===== src/rtl/hood_runtime_ctrl.sv =====
// hood_runtime_ctrl: range-hood fan controller. It arbitrates the mode request,
// runs a limited-use boost countdown, accumulates run time in BCD mm:ss and
// raises a cleaning reminder.
// Optional feature macro: BOOST_REARM_EN (clear_run also rearms boost uses).
module hood_runtime_ctrl #(
  parameter int unsigned TICK_DIV   = 500,
  parameter int unsigned LEVELS     = 3,
  parameter int unsigned BOOST_SEC  = 60,
  parameter int unsigned BOOST_USES = 1,
  parameter int unsigned MAX_MIN    = 99,
  parameter int unsigned REMIND_MIN = 10
) (
  input  logic        clk,
  input  logic        rst,
  input  logic [2:0]  mode_req,
  input  logic        clear_run,
  output logic [2:0]  fan_level,
  output logic        boost_active,
  output logic        boost_locked,
  output logic        disp_sel,
  output logic [15:0] disp_bcd,
  output logic        remind,
  output logic        tick
);

  // Elaboration-time conversion of a seconds count to packed BCD mm:ss.
  function automatic logic [15:0] sec_to_bcd(input int unsigned s);
    int unsigned r;
    int unsigned m;
    logic [3:0]  mt;
    logic [3:0]  st;
    r  = s;
    m  = 0;
    mt = '0;
    st = '0;
    for (int i = 0; i < 100; i++) if (r >= 60) begin r -= 60; m++; end
    for (int i = 0; i < 10; i++) if (m >= 10) begin m -= 10; mt = mt + 4'd1; end
    for (int i = 0; i < 6; i++) if (r >= 10) begin r -= 10; st = st + 4'd1; end
    return {mt, 4'(m), st, 4'(r)};
  endfunction

  // BCD mm:ss decrement; the caller guarantees the value is nonzero.
  function automatic logic [15:0] bcd_dec(input logic [15:0] v);
    logic [15:0] r;
    r = v;
    if (v[3:0] != 4'd0) r[3:0] = v[3:0] - 4'd1;
    else begin
      r[3:0] = 4'd9;
      if (v[7:4] != 4'd0) r[7:4] = v[7:4] - 4'd1;
      else begin
        r[7:4] = 4'd5;
        if (v[11:8] != 4'd0) r[11:8] = v[11:8] - 4'd1;
        else begin
          r[11:8]  = 4'd9;
          r[15:12] = v[15:12] - 4'd1;
        end
      end
    end
    return r;
  endfunction

  // BCD mm:ss increment; the caller guarantees the value is below saturation.
  function automatic logic [15:0] bcd_inc(input logic [15:0] v);
    logic [15:0] r;
    r = v;
    if (v[3:0] != 4'd9) r[3:0] = v[3:0] + 4'd1;
    else begin
      r[3:0] = 4'd0;
      if (v[7:4] != 4'd5) r[7:4] = v[7:4] + 4'd1;
      else begin
        r[7:4] = 4'd0;
        if (v[11:8] != 4'd9) r[11:8] = v[11:8] + 4'd1;
        else begin
          r[11:8]  = 4'd0;
          r[15:12] = v[15:12] + 4'd1;
        end
      end
    end
    return r;
  endfunction

  localparam int unsigned PW         = $clog2(TICK_DIV);
  localparam logic [15:0] BOOST_BCD  = sec_to_bcd(BOOST_SEC);
  localparam logic [15:0] MAX_BCD    = sec_to_bcd(MAX_MIN * 60 + 59);
  localparam logic [15:0] REMIND_BCD = sec_to_bcd(REMIND_MIN * 60);
  localparam logic [7:0]  REMIND_MM  = REMIND_BCD[15:8];

  typedef enum logic [1:0] {IDLE, RUN, BOOST, HOLD} state_e;

  state_e        state_q, state_d;
  logic [PW-1:0] presc_q, presc_d;
  logic [2:0]    lvl_q, lvl_d;
  logic [15:0]   cd_q, cd_d;
  logic [3:0]    uses_q, uses_d;
  logic [15:0]   cum_q, cum_d;
  logic          remind_q, remind_d;
  logic          req_lvl, req_boost;

  assign req_lvl   = (mode_req != 3'd0) && (32'(mode_req) <= LEVELS);
  assign req_boost = (32'(mode_req) == LEVELS + 1);

  // State and datapath registers.
  always_ff @(posedge clk or negedge rst) begin
    if (!rst) begin
      state_q  <= IDLE;
      presc_q  <= '0;
      lvl_q    <= '0;
      cd_q     <= '0;
      uses_q   <= '0;
      cum_q    <= '0;
      remind_q <= 1'b0;
    end else begin
      state_q  <= state_d;
      presc_q  <= presc_d;
      lvl_q    <= lvl_d;
      cd_q     <= cd_d;
      uses_q   <= uses_d;
      cum_q    <= cum_d;
      remind_q <= remind_d;
    end
  end

  // Next state: mode arbitration, boost entry/countdown and use accounting.
  always_comb begin
    state_d = state_q;
    lvl_d   = lvl_q;
    cd_d    = cd_q;
    uses_d  = uses_q;
    case (state_q)
      IDLE, RUN: begin
        if (req_boost) begin
          if (boost_locked) state_d = HOLD;
          else begin
            state_d = BOOST;
            cd_d    = BOOST_BCD;
            uses_d  = uses_q + 4'd1;
          end
        end else if (req_lvl) begin
          state_d = RUN;
          lvl_d   = mode_req;
        end else begin
          state_d = IDLE;
        end
      end
      BOOST: begin
        if (!req_boost) begin
          state_d = req_lvl ? RUN : IDLE;
          if (req_lvl) lvl_d = mode_req;
        end else if (tick) begin
          if (cd_q == 16'h0000) state_d = HOLD;
          else cd_d = bcd_dec(cd_q);
        end
      end
      HOLD: begin
        if (!req_boost) begin
          state_d = req_lvl ? RUN : IDLE;
          if (req_lvl) lvl_d = mode_req;
        end
      end
      default: state_d = IDLE;
    endcase
`ifdef BOOST_REARM_EN
    if (clear_run) uses_d = '0;
`else
`endif
  end

  // Outputs decoded from the registered state.
  always_comb begin
    tick         = (presc_q == PW'(TICK_DIV - 1));
    boost_active = (state_q == BOOST);
    disp_sel     = (state_q == BOOST);
    boost_locked = (uses_q == 4'(BOOST_USES));
    remind       = remind_q;
    disp_bcd     = disp_sel ? cd_q : cum_q;
    case (state_q)
      IDLE:    fan_level = 3'd0;
      RUN:     fan_level = lvl_q;
      default: fan_level = 3'(LEVELS);
    endcase
  end

  // Prescaler, saturating cumulative run time and sticky reminder.
  always_comb begin
    presc_d  = tick ? '0 : presc_q + PW'(1);
    cum_d    = cum_q;
    remind_d = remind_q;
    if (clear_run) begin
      cum_d    = '0;
      remind_d = 1'b0;
    end else begin
      if (tick && (fan_level != 3'd0) && (cum_q != MAX_BCD)) cum_d = bcd_inc(cum_q);
      if (cum_d[15:8] >= REMIND_MM) remind_d = 1'b1;
    end
  end

endmodule

===== config.mk =====
export PLATFORM = sky130hd
export DESIGN_NAME = hood_runtime_ctrl
export DESIGN_NICKNAME = d
export VERILOG_FILES = /design/src/rtl/hood_runtime_ctrl.sv
export SDC_FILE = /design/constraint.sdc
export NUM_CORES = 1
export LEC_CHECK = 0
export BUFFER_PORTS_ARGS = -buffer_cell sky130_fd_sc_hd__buf_2
export CORE_MARGIN = 2
export CORE_UTILIZATION = 30
export DETAILED_ROUTE_END_ITERATION = 16
export GPL_TIMING_DRIVEN = 0
export SYNTH_ARGS = -nofsm -noshare
export SYNTH_HDL_FRONTEND = slang
export SYNTH_SLANG_ARGS = --single-unit

===== constraint.sdc =====
create_clock -name clk -period 2.73 [get_ports clk]
set_input_delay 0.6825 -clock clk [delete_from_list [all_inputs] [get_ports clk]]
set_output_delay 0.6825 -clock clk [all_outputs]
set_load 0.005 [all_outputs]

==> results of run 1 <==
==> what timing repair did <==
action,in CTS,in global routing
resized for setup,7,4
endpoints found under the hold margin,0,0
setup endpoints to repair,16,12
==> routing by layer <==
metal  wire length [µm]  track usage
met1               3610        0.186
met2               3420        0.217
met3                202       0.0213
met4                 95       0.0353
met5                  0            0
==> stage by stage <==
step	cells	TNS [ps]	utilization	hold slack [ps]
finish	510	0	0.351	481
floorplan	339	0	-	387
CTS	510	0	0.350	486
global placement	503	-2300	0.338	466
detailed placement	503	-2360	0.338	468
global route	510	0	0.351	513
==> report_power, final <==
group          total, mW  switching [mW]  internal (mW)
Clock              0.529           0.261          0.268
Sequential         0.887          0.0705          0.817
Combinational      0.336           0.198          0.139
==> path summary, 6_finish.rpt <==
path | startpoint | endpoint | slack (ps) | depth (start not counted)
max reg2reg | state_q[1] | cum_q[7] | 310 | 9
max | state_q[0] | disp_bcd[11] | 80 | 6
min in group asynchronous | rst | cum_q[6] | 600 | 1
max in group asynchronous | rst | presc_q[3] | 1410 | 1
min reg2reg | uses_q[3] | uses_q[3] | 480 | 1
min | uses_q[3] | uses_q[3] | 480 | 1
==> registers in the layout (all words and copies together) (netlist names) <==
register,count
cd_q,16
cum_q,16
presc_q,9
uses_q,4
lvl_q,3
state_q,2
remind,1
==> cell families after synthesis <==
kind of cell / Yosys count / synth area share
fa+ha+maj: 19 / 0.0749
simple gates: 129 / 0.237
compound gates: 76 / 0.144
flops: 51 / 0.402
buf+inv: 34 / 0.0477
xor+xnor: 12 / 0.0331
mux: 18 / 0.0619
==> worst max-delay path: stages (launching register included) <==
cell      delay [ps]
dfrtp_1          450
inv_1            110
ha_2             220
clkbuf_8         180
clkbuf_8         200
mux2_2           360
buf_2            130
==> area by class of cell <==
class                      instances  area share
inverter                          22      0.0228
timing repair buffer              28      0.0387
clock buffer                       5      0.0190
multi-input combinational        254       0.485
clock inverter                     2      0.0104
sequential                        51       0.352
tap                              136      0.0470
buffer                            12      0.0252
==> cells in the final DEF (no fill, tap or decap), types with 7 or more instances in the layout <==
cell and instances:
dfrtp_1 51, xnor2_1 7, mux2_2 10, inv_1 22, clkbuf_8 7, a21oi_1 16
nand2b_1 8, buf_2 29, nor3_1 9, o21ai_0 28, nand3_1 7, ha_1 18
nor2_1 23, nand2_1 30
==> results by group, run 1 <==
Logic synthesis
  • Post-synth top flop: dfrtp_1
  • Syn nets: 364
  • Sequential-to-total area share from yosys stat: 0.402
  • Top post-synthesis cells by count: 51 x dfrtp_1, 30 x nand2_1, 28 x o21ai_0
  • Synth unique cells: 55
  • Ys async rst share: 1.00
  • Share of the synthesized area in the top cell type: 0.402
  • Post-Synthesis Cell Area: 3180 µm²
  • YS warnings: 0
  • Cell taking the most area after synthesis: dfrtp_1
  • Area contributors post-synth: dfrtp_1 40%, ha_1 7.5%, o21ai_0 4.4%
  • Mapped Cells: 339
  • Post-synth EDFFs: 0
  • Flops & latches, synth: 51
  • Most frequent cell after synthesis: dfrtp_1
  • Syn_area_per_cell: 9.37 µm²

STA
  • RSZ-0062 raised after global routing: no
  • Fin. Hold Viols: 0
  • Slew HR: 0.223
  • Fin. max-slew vios: 0
  • Worst Clk Skew: 12.0 ps
  • Fmax: 0.378 GHz
  • Tightest Pin Transition: 1170 ps
  • Fin crit share: 0.970
  • Final Setup Violations: 0
  • Worst setup margin: 82.0 ps
  • Post-layout min period: between 2000 and 3000 ps

Power and ir drop
  • Pwr dens: roughly 480 nW/µm²
  • Tot Pwr: 1.75 mW
  • Peak supply drop: between 0.0002 and 0.0003 V
  • P_leak: 1.63 nW

Drt
  • Drt pass-1 iters: 4
  • Via/cell ratio: 5.07
  • DR DRC count: 0
  • Final wirelength: 7330 µm
  • Final ANT Viol Nets: 0
  • WL/cell: roughly 14 µm
  • Detailed Route Iter0 Violations: ~130
  • Detailed-route via count: 2585

Global routing
  • Largest net degree at the start of global routing: 52
  • Gr usage total: 0.134
  • Vias in the first global route: 2551
  • Gr ovfl total: 0
  • Initial antenna violation count: 0
  • First-pass GRT wire length: 12300 µm

Setup path
  • Crit path max fanout: 10
  • Worst Setup Start Kind: register
  • Data arrival, critical path: 1970 ps
  • WP data required: slightly above 2000 ps
  • Worst Setup End Kind: output port
  • Setup CP Type: reg -> out

Clocking
  • CTS tree: done
  • H-tree levels: 2
  • Clk_lat worst skew: about 310 ps
  • Postcts setup bufs: 0
  • CTS clk-pin slew, worst paths: 100 ps
  • Clock Root Buffer: clkbuf_8
  • Clock sink total: 51
  • # hold bufs at CTS: 0
  • CTS buffer count: 5
  • Clock tree buffer depth: 2

Floorplanning
  • Die ar.: 11400 µm²
  • Initial Util: 0.308
  • Die Wd: 107 µm
  • Num ports: 30
  • Core outline area: 10300 µm²
  • FP Rows: 37
  • Die span in y: 107 µm

Final layout
  • Layout cells sized above 1: 0.182
  • Number of antenna diodes: 0
  • Fin nets: 399
  • Layout Area Growth over Synthesis: 14.1%
  • Multi-input logic area: 1760 µm²
  • Design area: 3620 µm²
  • Sequential cell area: 1280 µm²
  • FILL cells: between 1000 and 1500

Place
  • Area after DPL: 3490 µm²
  • Hpwl dp: between 5000 and 6000 µm
  • Post-place setup slack: -283 ps
  • Final Wtd Congestion: 0.832
  • PortBufs: 28

Run status
  • Run status: completed

Min path
  • Worst Hold Class: reg -> reg

Run
  • Max-cap violations: 0
Note: power is estimated with default switching activity, not from simulation.
==> run 2: changes to the inputs <==
Settings changed: SETUP_SLACK_MARGIN set to 0.15.
==> run 2 against run 1 <==
  * Cell count increased by 0.20%
  * Critical path depth is the same
  * Fmax rose by 4.6%
  * Cell area increased by 0.48%
  * Sequential cell count did not move
  * First-iteration DRC count is 13% lower
  * Sequential share of layout area decreased by 0.17 points
  * Die area did not move
==> results by group, run 2 (synthesized netlist as in run 1, its figures left out) <==
Clocking
  • CTS buffer count: 5 (unchanged)
  • CTS clk-pin slew, worst paths: 100 ps (about the same)
  • CTS tree: done
  • Clk_lat worst skew: 310 ps (about the same)
  • Clock sink total: 51 (unchanged)
  • Clock tree buffer depth: 2 (unchanged)
  • Clock Root Buffer: clkbuf_8
  • H-tree levels: 2 (unchanged)
  • # hold bufs at CTS: 0 (unchanged)

Setup path
  • Max incr delay on CP: 400 ps (-50 ps)
  • Reg-to-reg endpoint: cum_q[7]
  • Reg2reg setup slack: 300 ps (about the same)
  • Crit path max fanout: 10 (unchanged)
  • Crit-path cells: inv_1 -> ha_2 -> clkbuf_8 -> buf_8 -> mux2_2 -> buf_2
  • Worst Reg-to-Reg Cells: 9 (unchanged)
  • FF-to-FF Start: state_q[1]
  • Worst Setup End Kind: output port
  • CP max stage cell: dfrtp_1
  • Data arrival, critical path: 1850 ps (-120 ps)
  • WP data required: 2050 ps (about the same)
  • Setup CP Type: reg -> out
  • Worst Setup Start Kind: register

Final layout
  • Final cell count without fillers: 511 (+0.20%)
  • Largest regs: cd_q: 16 flops, cum_q: 16 flops, presc_q: 9 flops
  • Layout cells sized above 1: 0.192 (+0.0102)
  • Commonest cells after routing, fill and taps aside: 51 x dfrtp_1, 30 x nand2_1, 30 x buf_2
  • Commonest non-fill, non-tap cell in the layout: dfrtp_1
  • Core Util, Final: 0.353 (+0.00170)
  • Fin nets: 400 (+0.25%)
  • Layout Area Growth over Synthesis: 14.6%
  • Design area: 3640 µm² (+0.48%)
  • Number of antenna diodes: 0 (unchanged)

Place
  • PortBufs: 28 (unchanged)
  • Hpwl dp: 5390 µm (unchanged)
  • Area after DPL: 3490 µm² (unchanged)
  • Inst Count DP: 503 (unchanged)
  • Final Wtd Congestion: 0.832 (unchanged)

STA
  • Post-layout min period: 2530 ps (-116 ps)
  • Tightest Pin Transition: 1170 ps (+3.02 ps)
  • Slew HR: 0.221 (-0.00201)
  • Hold slack: 490 ps (+8.10 ps)
  • RSZ-0062 raised after global routing: yes
  • Worst Clk Skew: 11.7 ps (-0.238 ps)
  • Fin. max-slew vios: 0 (unchanged)
  • Fin crit share: 0.927 (-0.0426)
  • Fmax: 0.395 GHz (+4.6%)
  • Fin. Hold Viols: 0 (unchanged)
  • Final Setup Violations: 0 (unchanged)

Floorplanning
  • Die span in y: 107 µm (unchanged)
  • Core outline area: 10300 µm² (unchanged)
  • Initial Util: 0.308 (unchanged)
  • Die ar.: 11400 µm² (unchanged)
  • FP Rows: 37 (unchanged)
  • Die Wd: 107 µm (unchanged)
  • Num ports: 30 (unchanged)

Drt
  • Final wirelength: 7370 µm (+0.57%)
  • Drt pass-1 iters: 4 (unchanged)
  • Via/cell ratio: 5.09 (+0.34%)
  • Met2 WL: 3460 µm (+1.3%)
  • Detailed Route Iter0 Violations: 116 (-13%)
  • Detailed-route via count: 2599 (+0.54%)
  • DR DRC count: 0 (unchanged)
  • WL/cell: 14.4 µm (+0.38%)
  • DRT met1 WL: 3550 µm (-1.7%)
  • Detail Route met3 WL: 263 µm (+30%)
  • Final ANT Viol Nets: 0 (unchanged)
  • Top routing layer in use: met4

Power and ir drop
  • Pwr dens: 483 nW/µm² (-0.12%)
  • Tot Pwr: 1.76 mW (+0.36%)
  • P_leak: 1.64 nW (+0.68%)
  • Peak supply drop: 0.000268 V (+2.4%)

Global routing
  • Largest net degree at the start of global routing: 52 (unchanged)
  • Initial antenna violation count: 0 (unchanged)
  • Vias in the first global route: 2557 (+0.24%)
  • Gr ovfl total: 0 (unchanged)
  • First-pass GRT wire length: 12300 µm (+0.40%)
  • Gr usage total: 0.134 (+0.000516)

Run status
  • Run status: completed

Min path
  • Hold path depth: 1 (unchanged)
  • WHS Endpoint: presc_q[0]
  • HP Start: presc_q[0]
  • Worst Hold Class: reg -> reg

Run
  • Max-cap violations: 0 (unchanged)
run 2: how the worst max path moves through the flow:
| stage | start | endpoint | slack, ps | cells after the start |
|---|---|---|---|---|
| 2_1_floorplan | state_q[0] | disp_bcd[0] | 350 | 5 |
| 3_3_place_gp | state_q[0] | disp_bcd[11] | -270 | 6 |
| 3_5_place_dp | state_q[0] | disp_bcd[11] | -280 | 6 |
| 4_1_cts | state_q[0] | disp_bcd[1] | 150 | 6 |
| 5_1_grt | state_q[0] | disp_bcd[7] | 130 | 6 |
| 6_report | state_q[0] | disp_bcd[11] | 200 | 6 |
run 2: cell type report:
type                    count  area, µm²
plain buffers              12       93.8
clock buffers               5       68.8
clock inverters             2       37.5
fillers                  1070       6680
inverters                  22       82.6
multi-input cells         254       1760
flip-flops and latches     51       1280
well taps                 136        170
repair buffers             29        148
run 2: timing repair:
item | 4_1_cts | 5_1_grt
endpoints found under the setup margin | 16 | 23
setup buffers | 1 | 0
gates resized for setup | 8 | 9
cloned | 0 | 0
run 2: layer usage:
layer / vias to the layer above / track usage
met5: - / 0
met4: 0 / 0.0353
met3: 8 / 0.0213
met2: 38 / 0.219
met1: 1273 / 0.186
li1: 1280 / -
run 2: worst max-delay path, delay by kind of cell (launching register included):
family | cells | cell delay (ps)
flops | 1 | 400
buf+inv | 4 | 570
mux | 1 | 360
fa+ha+maj | 1 | 220
run 2: where the power goes:
group          internal (mW)  total [mW]  leakage (nW)  switching (mW)
Combinational          0.143       0.343         0.921           0.200
Clock                  0.268       0.529        0.0502           0.260
Sequential             0.817       0.888         0.674          0.0713
run 2: stage by stage:
| step | TNS, ps | setup WS [ps] |
|---|---|---|
| 3_3_place_gp | -2300 | -269 |
| 2_1_floorplan | 0 | 346 |
| 4_1_cts | 0 | 146 |
| 3_5_place_dp | -2360 | -283 |
| 5_1_grt | 0 | 133 |
| 6_report | 0 | 198 |
